## src/rtl/ro_meter.sv

```systemverilog
// rtl/ro_meter.sv - ring-oscillator frequency meter: counts synchronized ro_in rising edges over a clk window
// Optional continuous mode (HOLD -> COUNT without SETTLE) is enabled by defining RO_METER_CONT_EN.
module ro_meter #(
   parameter int WIN_W      = 16,
   parameter int CNT_W      = 16,
   parameter int SETTLE_CYC = 4
) (
   input  logic             clk,
   input  logic             rstn,
   input  logic             start,
   input  logic [WIN_W-1:0] win_len,
   input  logic             ro_in,
   output logic             ro_en,
   output logic             busy,
   output logic [CNT_W-1:0] count,
   output logic             ovf,
   output logic             count_vld,
   input  logic             count_rdy
);

   localparam int SET_W = $clog2(SETTLE_CYC);
   localparam int TMR_W = (WIN_W > SET_W) ? WIN_W : SET_W;
   localparam logic [TMR_W-1:0] SETTLE_LOAD = TMR_W'(SETTLE_CYC - 1);
   localparam logic [CNT_W-1:0] CNT_MAX     = '1;

   typedef enum logic [1:0] {IDLE, SETTLE, COUNT, HOLD} state_t;

   state_t             state, state_nx;
   logic               ro_s1, ro_s2, ro_hist;
   logic               edge_det;
   logic [WIN_W-1:0]   win_q;
   logic [TMR_W-1:0]   tmr;
   logic               accept, restart;

   assign edge_det = ro_s2 & ~ro_hist;

   always_comb begin
      state_nx = state;
      accept   = 1'b0;
      restart  = 1'b0;
      case (state)
         IDLE: begin
            if (start) begin
               accept   = 1'b1;
               state_nx = SETTLE;
            end
         end
         SETTLE: begin
            if (tmr == '0) state_nx = (win_q == '0) ? HOLD : COUNT;
         end
         COUNT: begin
            if (tmr == '0) state_nx = HOLD;
         end
         HOLD: begin
            if (count_vld && count_rdy) begin
`ifdef RO_METER_CONT_EN
               if (start) begin
                  restart  = 1'b1;
                  state_nx = (win_q == '0) ? HOLD : COUNT;
               end else begin
                  state_nx = IDLE;
               end
`else
               state_nx = IDLE;
`endif
            end
         end
         default: state_nx = IDLE;
      endcase
   end

   // Outputs are registered from the next state so they change on the same edge as the FSM.
   always_ff @(posedge clk or negedge rstn) begin
      if (!rstn) begin
         state     <= IDLE;
         ro_s1     <= 1'b0;
         ro_s2     <= 1'b0;
         ro_hist   <= 1'b0;
         win_q     <= '0;
         tmr       <= '0;
         count     <= '0;
         ovf       <= 1'b0;
         ro_en     <= 1'b0;
         busy      <= 1'b0;
         count_vld <= 1'b0;
      end else begin
         state     <= state_nx;
         ro_s1     <= ro_in;
         ro_s2     <= ro_s1;
         ro_hist   <= ro_s2;
         ro_en     <= (state_nx == SETTLE) || (state_nx == COUNT);
         busy      <= (state_nx != IDLE);
         count_vld <= (state_nx == HOLD);
         if (accept) begin
            win_q <= win_len;
            tmr   <= SETTLE_LOAD;
            count <= '0;
            ovf   <= 1'b0;
         end else if (restart) begin
            tmr   <= TMR_W'(win_q) - TMR_W'(1);
            count <= '0;
            ovf   <= 1'b0;
         end else begin
            if (state == SETTLE || state == COUNT) begin
               if (state == SETTLE && tmr == '0)
                  tmr <= TMR_W'(win_q) - TMR_W'(1);
               else
                  tmr <= tmr - TMR_W'(1);
            end
            if (state == COUNT && edge_det) begin
               if (count == CNT_MAX)
                  ovf <= 1'b1;
               else
                  count <= count + CNT_W'(1);
            end
         end
      end
   end

endmodule

```

## config.mk

```make
export PLATFORM = sky130hd
export DESIGN_NAME = ro_meter
export DESIGN_NICKNAME = d
export VERILOG_FILES = /design/src/rtl/ro_meter.sv
export SDC_FILE = /design/constraint.sdc
export NUM_CORES = 1
export LEC_CHECK = 0
export CAP_MARGIN = 20
export CELL_PAD_IN_SITES_DETAIL_PLACEMENT = 1
export CELL_PAD_IN_SITES_GLOBAL_PLACEMENT = 1
export CORE_MARGIN = 2
export CORE_UTILIZATION = 40
export DETAILED_ROUTE_END_ITERATION = 7
export GPL_ROUTABILITY_DRIVEN = 1
export HOLD_SLACK_MARGIN = 0.12
export PLACE_DENSITY_LB_ADDON = 0.1
export SYNTH_ARGS = -nofsm -noshare
export SYNTH_HDL_FRONTEND = slang
export SYNTH_SLANG_ARGS = --single-unit
export TNS_END_PERCENT = 10
```

## constraint.sdc

```tcl
create_clock -name clk -period 3.8 [get_ports clk]
set_input_delay 1.14 -clock clk [delete_from_list [all_inputs] [get_ports clk]]
set_output_delay 1.14 -clock clk [all_outputs]
set_load 0.1 [all_outputs]
```

==> flow_metrics.py, run 1 <==
metrics = {
    "yosys": {
        "synthesized_area_fraction_occupied_by_xor_and_xnor_cells_pct": 3.78,
        "post_synthesis_share_of_cell_area_spent_on_and_or_nand_and_nor_gates_pct": 28.4,
        "netlist_instances": 363,
        "synth_compound_gate_area_share_pct": 14.5,
        "post_synth_adder_cell_area_pct": 3.47,
        "synth_edf_count": 0,
        "async_reset_ff_share_pct": 100,
        "synth_area_mm2": 0.00325,
        "ys.warnings.count": 0,
        "ys_seq_area_share_pct": 43.9,
        "post_synth.cell_area_avg_um2": 8.94,
        "ys_seq_elements": 57,
        "synth-main-ff-cell": "sky130_fd_sc_hd__dfrtp_1",
        "synth_top_family_by_area": "simple AND/OR/NAND/NOR gates",
        "synth.net_count": 393,
        "post_synth_mux_area_share_pct": 3.05,
        "number_of_distinct_library_cells_after_synthesis": 60,
    },
    "timing": {
        "rsz0062_at_grt": "false",
        "final-setup-viol-count": 0,
        "hold_viol_final": 0,
        "finClkSkew_ps": 8.96,
        "fin_ws_ps": 393,
        "period_share_pct": 89.7,
        "report.final.slew_viol_count": 0,
        "setup-tns-final_ps": 0,
        "worst-slew-pin-transition_ps": 982,
        "timing.fmax_mhz": 293,
        "fin_crit_ps": 3410,
        "timing.slew.headroom_pct": 34.5,
    },
    "finish": {
        "multi_input_area_mm2": 0.00173,
        "layout.nets": 435,
        "post_route_cells_drive_above_1_share_pct": 15.1,
        "most-common-layout-cells": "sky130_fd_sc_hd__nand2_1 (67), sky130_fd_sc_hd__dfrtp_1 (57), sky130_fd_sc_hd__nor2_1 (39)",
        "final_common_cell": "sky130_fd_sc_hd__nand2_1",
        "seqCellArea_mm2": 0.00143,
        "layout.filler_cells": 920,
        "antenna_cells_inserted": 0,
        "area_growth_pct": 21.4,
    },
    "drt": {
        "wl_per_cell_um": 17.0,
        "routed-via-count": 2834,
        "route.detailed.vias_per_inst": 5.54,
        "drt_pre_antenna_iters": 4,
        "ant_nets": 0,
        "postRouteWirelength_um": 8730,
        "detail_route.iter0.violations": 121,
        "remaining_drc_errors": 0,
    },
    "critical_path": {
        "worstSetupStartpoint": "state[1]$_DFF_PN0_",
        "worstSetupEndpointType": "register",
        "worst_setup_path_start_kind": "register",
        "crit_path_max_fanout": 6,
        "worst_ep_required_time_ps": 4030,
        "cp.arrival_ps": 3630,
        "timing.rr.start": "state[1]$_DFF_PN0_",
        "timing.setup.critical_path_class": "reg -> reg",
    },
    "clock_network": {
        "post_cts_resize_count": 0,
        "tritoncts": "done",
        "htreeDepth": 3,
        "postCtsHoldBufs": 0,
        "cts.sinks": 57,
        "number_of_buffers_inserted_during_clock_tree_synthesis": 9,
        "clk-insertion-delay-late_ps": 350,
        "post_cts.repair.setup_buffers": 0,
        "cts.path.max_buffers": 2,
        "clk_transition_reported_paths_ps": 70,
        "cts_root_buf": "sky130_fd_sc_hd__clkbuf_8",
    },
    "grt": {
        "grt_max_degree": 39,
        "antenna_found_initial": 0,
        "globalRouteOverflowTotal": 0,
        "grtUsageTotal_pct": 22.0,
        "grt_pass1_wl_um": 15100,
        "via_count_of_the_first_global_routing_pass": 3060,
    },
    "hold_path": {
        "min_from": "ro_s1$_DFF_PN0_",
        "hp-class": "reg -> reg",
    },
    "floorplanning": {
        "ioPinCount": 41,
        "fp.dieW_um": 94.1,
        "core.rowCount": 32,
        "fp.coreArea_mm2": 0.00781,
        "initial_utilization_pct": 41.6,
        "die_h_um": 94.1,
        "dieArea_mm2": 0.00885,
    },
    "power": {
        "power.density_cell_area_mw_per_mm2": 326,
        "power.leakage_nw": 1.63,
        "ir_worst_vdd_mv": 0.152,
    },
    "placed_design": {
        "io_buffer_count": 40,
        "place_hpwl_um": 6210,
        "pre_cts_ws_ps": 413,
        "placer_congestion": 0.842,
    },
    "status": {
        "run_status": "finished, final reports clean",
    },
    "run": {
        "max_cap_violations": 0,
    },
}
==> cells in the mapped netlist (3+ instances only) <==
master	number	share of area, %
sky130_fd_sc_hd__nor3_1	15	2.3
sky130_fd_sc_hd__buf_2	3	0.46
sky130_fd_sc_hd__a21o_1	3	0.69
sky130_fd_sc_hd__o21ai_0	19	2.9
sky130_fd_sc_hd__mux2_2	3	1.0
sky130_fd_sc_hd__clkbuf_1	13	1.5
sky130_fd_sc_hd__a22oi_1	5	1.2
sky130_fd_sc_hd__xnor2_1	4	1.1
sky130_fd_sc_hd__inv_1	8	0.93
sky130_fd_sc_hd__nor2_1	39	4.5
sky130_fd_sc_hd__o21a_1	4	0.93
sky130_fd_sc_hd__a31oi_1	3	0.58
sky130_fd_sc_hd__nand4_1	6	1.2
sky130_fd_sc_hd__ha_1	9	3.5
sky130_fd_sc_hd__and2_1	4	0.77
sky130_fd_sc_hd__or3_1	4	0.77
sky130_fd_sc_hd__nor4_1	6	1.2
sky130_fd_sc_hd__nand3_1	16	2.5
sky130_fd_sc_hd__nand2_1	67	7.7
sky130_fd_sc_hd__dfrtp_1	57	44
sky130_fd_sc_hd__nor3b_1	3	0.69
sky130_fd_sc_hd__mux2i_1	5	1.5
sky130_fd_sc_hd__a21oi_1	12	1.9
sky130_fd_sc_hd__xor2_1	10	2.7
==> final timing paths <==
path / slack [ps] / end / cells past startpoint
hold reg to reg: 350 / ro_s2$_DFF_PN0_ / 0
setup / recovery: 390 / tmr[10]$_DFFE_PN0P_ / 13
setup reg to reg: 390 / tmr[10]$_DFFE_PN0P_ / 13
min in group asynchronous: 750 / win_q[15]$_DFFE_PN0P_ / 1
max in group asynchronous: 2180 / tmr[7]$_DFFE_PN0P_ / 2
hold / removal: 350 / ro_s2$_DFF_PN0_ / 0
==> logic make-up after synthesis <==
kind of cell	count (synthesis)
and+or+nand+nor	183
AOI/OAI and AO/OA	67
DFF	57
buffers and inverters	24
xor gates and xnor gates	14
muxes	9
adders and majority gates	9
==> stage by stage <==
stage / area (um2) / total power [mW] / hold WS, ps / std cells / util (%)
after floorplan: 3250 / 0.620 / 331 / 363 / -
after global placement: 3720 / 0.654 / 333 / 496 / 47.6
after detailed placement: 3720 / 0.655 / 340 / 496 / 47.6
after CTS: 3940 / 1.30 / 356 / 512 / 50.5
after global routing: 3940 / 1.33 / 371 / 512 / 50.5
final: 3940 / 1.28 / 353 / 512 / 50.5
==> per-layer routing <==
metal / up-vias / global-route usage, % / routed length [um]
met5: - / 0 / 0
met4: 0 / 8.82 / 165
met3: 14 / 4.98 / 244
met2: 36 / 35.4 / 4080
met1: 1419 / 28.7 / 4240
li1: 1365 / - / -
==> worst max-delay path: stages (launching register included) <==
cell and delay [ps]:
sky130_fd_sc_hd__dfrtp_1 410, sky130_fd_sc_hd__inv_1 110, sky130_fd_sc_hd__ha_1 270, sky130_fd_sc_hd__nand3_1 140
sky130_fd_sc_hd__nor2_2 90, sky130_fd_sc_hd__a21oi_1 200, sky130_fd_sc_hd__ha_1 250, sky130_fd_sc_hd__nor3b_1 260
sky130_fd_sc_hd__and2_1 220, sky130_fd_sc_hd__o211ai_2 160, sky130_fd_sc_hd__a2111oi_1 550, sky130_fd_sc_hd__mux2_2 390
sky130_fd_sc_hd__a22oi_1 140, sky130_fd_sc_hd__nor2_1 60
==> power by group <==
part,internal (mW),switching [mW],total (mW)
clock network,0.386,0.255,0.641
registers,0.608,0.000703,0.609
logic,0.0182,0.0150,0.0332
total,1.01,0.271,1.28
==> registers in the layout, summed over array words and instances (netlist names) <==
signal and count:
busy 1, count 16, count_vld 1, ovf 1, ro_en 1, ro_hist 1
ro_s1 1, ro_s2 1, state 2, tmr 16, win_q 16
==> layout make-up <==
cell class	count	area share (%)
clock buffers	11	3.59
clock inverters	5	2.00
inverters	8	0.762
multi-input cells	282	43.8
flip-flops and latches	57	36.2
well taps	102	3.24
repair buffers	47	10.4
Power figures use the tool's default switching activity.
==> run 2, diff against run 1 <==
--- a/config.mk
+++ b/config.mk
@@ -12,6 +12,7 @@
 export CORE_UTILIZATION = 40
 export DETAILED_ROUTE_END_ITERATION = 7
 export GPL_ROUTABILITY_DRIVEN = 1
+export GPL_TIMING_DRIVEN = 0
 export HOLD_SLACK_MARGIN = 0.12
 export PLACE_DENSITY_LB_ADDON = 0.1
 export SYNTH_ARGS = -nofsm -noshare
==> flow_metrics.py, run 2 (synthesized netlist as in run 1, its figures left out) <==
metrics = {
    "clock_network": {
        "cts.sinks": 57,
        "tritoncts": "done",
        "postCtsHoldBufs": 0,
        "number_of_buffers_inserted_during_clock_tree_synthesis": 9,
        "clk_transition_reported_paths_ps": 80,
        "cts.path.max_buffers": 2,
        "cts_root_buf": "sky130_fd_sc_hd__clkbuf_8",
        "clk-insertion-delay-late_ps": 350,
        "htreeDepth": 3,
    },
    "power": {
        "power.density_cell_area_mw_per_mm2": 313,
        "power.leakage_nw": 1.63,
        "power_mw": 1.27,
        "ir_worst_vdd_mv": 0.222,
    },
    "drt": {
        "routed-via-count": 2942,
        "wl_per_cell_um": 18.2,
        "route.detailed.vias_per_inst": 5.64,
        "postRouteWirelength_um": 9480,
        "drt_pre_antenna_iters": 4,
        "detail_route.iter0.violations": 181,
        "remaining_drc_errors": 0,
        "ant_nets": 0,
    },
    "critical_path": {
        "timing.critical_path.cells": "nor4_4 -> nand4b_1 -> nor2_4 -> buf_2 -> buf_2 -> a21oi_1 -> ha_2 -> nor3b_1 -> and2_2 -> o211ai_4 -> a2111oi_4 -> o211ai_2 -> mux2_4 -> nor3_2",
        "worst_setup_path_start_kind": "register",
        "timing.setup.critical_path_class": "reg -> reg",
        "crit_path_max_fanout": 10,
        "worstSetupEndpointType": "register",
        "worst_ep_required_time_ps": 4080,
        "cp.arrival_ps": 3870,
        "worst_path_most_repeated_cell": "sky130_fd_sc_hd__buf_2",
        "cpMaxStageDelayCell": "sky130_fd_sc_hd__dfrtp_1",
        "cpPeakStageDelay_ps": 490,
    },
    "timing": {
        "fin_crit_ps": 3600,
        "timing.fmax_mhz": 278,
        "finClkSkew_ps": 13.6,
        "fin_worst_hold_slack_ps": 362,
        "report.final.slew_viol_count": 0,
        "period_share_pct": 94.7,
        "timing.slew.headroom_pct": 34.6,
        "hold_viol_final": 0,
        "final-setup-viol-count": 0,
        "worst-slew-pin-transition_ps": 979,
        "rsz0062_at_grt": "false",
    },
    "grt": {
        "grtUsageTotal_pct": 23.7,
        "antenna_found_initial": 0,
        "globalRouteOverflowTotal": 0,
        "grt_max_degree": 35,
        "grt_pass1_wl_um": 15900,
        "via_count_of_the_first_global_routing_pass": 3134,
    },
    "finish": {
        "post-route-cell-area_mm2": 0.00406,
        "multi_input_area_mm2": 0.00178,
        "most-common-layout-cells": "sky130_fd_sc_hd__nand2_1 (67), sky130_fd_sc_hd__dfrtp_1 (57), sky130_fd_sc_hd__nor2_1 (39), sky130_fd_sc_hd__clkdlybuf4s50_1 (39), sky130_fd_sc_hd__o21ai_0 (19)",
        "antenna_cells_inserted": 0,
        "biggest_regs": "count x16, tmr x16, win_q x16",
        "layout.nets": 445,
        "post_route_cells_drive_above_1_share_pct": 11.2,
        "instances_no_fill": 522,
        "layout.filler_cells": 926,
        "area_growth_pct": 25.2,
        "seqCellArea_mm2": 0.00143,
        "final_common_cell": "sky130_fd_sc_hd__nand2_1",
    },
    "run": {
        "max_cap_violations": 0,
    },
    "placed_design": {
        "place_hpwl_um": 6910,
        "placedCellCount": 506,
        "io_buffer_count": 40,
        "placedInstanceArea_mm2": 0.00379,
        "placer_congestion": 0.876,
    },
    "status": {
        "run_status": "finished, final reports clean",
    },
    "floorplanning": {
        "fp.dieW_um": 94.1,
        "fp.coreArea_mm2": 0.00781,
        "dieArea_mm2": 0.00885,
        "core.rowCount": 32,
        "ioPinCount": 41,
        "die_h_um": 94.1,
        "initial_utilization_pct": 41.6,
    },
    "hold_path": {
        "hp-class": "reg -> reg",
    },
}
## run 2: layer usage
metal / share of wire (%) / global-route usage (%) / vias up
met5: 0 / 0 / -
met4: 1.4 / 8.57 / 0
met3: 3.8 / 3.93 / 13
met2: 48 / 37.7 / 65
met1: 47 / 32.5 / 1478
li1: - / - / 1386
## run 2: worst paths after layout
path	start	end	slack, ps	cells after the start
max	tmr[3]$_DFFE_PN0P_	tmr[12]$_DFFE_PN0P_	200	14
min	ro_s1$_DFF_PN0_	ro_s2$_DFF_PN0_	360	0
max reg2reg	tmr[3]$_DFFE_PN0P_	tmr[12]$_DFFE_PN0P_	200	14
min reg2reg	ro_s1$_DFF_PN0_	ro_s2$_DFF_PN0_	360	0
max in group asynchronous	rstn	count[2]$_DFFE_PN0P_	2440	2
min in group asynchronous	rstn	win_q[14]$_DFFE_PN0P_	770	1
## run 2: final cells by class
type / instances / area share, %
flip-flops and latches: 57 / 35.1
clock buffers: 12 / 4.07
clock inverters: 4 / 1.23
multi-input cells: 282 / 43.8
repair buffers: 42 / 10.4
inverters: 8 / 0.739
plain buffers: 15 / 1.48
well taps: 102 / 3.14
## run 2: stage by stage
stage	setup TNS (ps)	utilization [%]	setup WS [ps]
after detailed placement	-151	48.5	-124
after global placement	-16880	48.3	-301
final	0	52.0	203
after CTS	0	51.5	31.5
after floorplan	0	-	534
after global routing	0	52.0	9.25
## run 2: what timing repair did
item | 4_1_cts | 5_1_grt
buffers inserted | 0 | 1
pin swaps | 0 | 2
gates cloned | 0 | 0
setup endpoints to repair | 2 | 4
resized for setup | 4 | 6
## run 2: worst max-delay path, delay by kind of cell, from the launching register on
kind / cells / cell delay, ps
compound gates: 4 / 470
fa+ha+maj: 1 / 220
buf+inv: 2 / 630
flops: 1 / 490
mux: 1 / 330
simple gates: 6 / 1380
## run 2: power by group
group	switching [mW]	total (mW)	internal, mW
registers	0.000542	0.608	0.608
logic	0.0151	0.0348	0.0196
clock network	0.272	0.627	0.355
total	0.287	1.27	0.983
==> run 3, diff against run 2 <==
--- a/config.mk
+++ b/config.mk
@@ -18,4 +18,3 @@
 export SYNTH_ARGS = -nofsm -noshare
 export SYNTH_HDL_FRONTEND = slang
 export SYNTH_SLANG_ARGS = --single-unit
-export TNS_END_PERCENT = 10
==> results of run 3 <==
The final DEF is identical to that of run 2; final timing and power are the same.
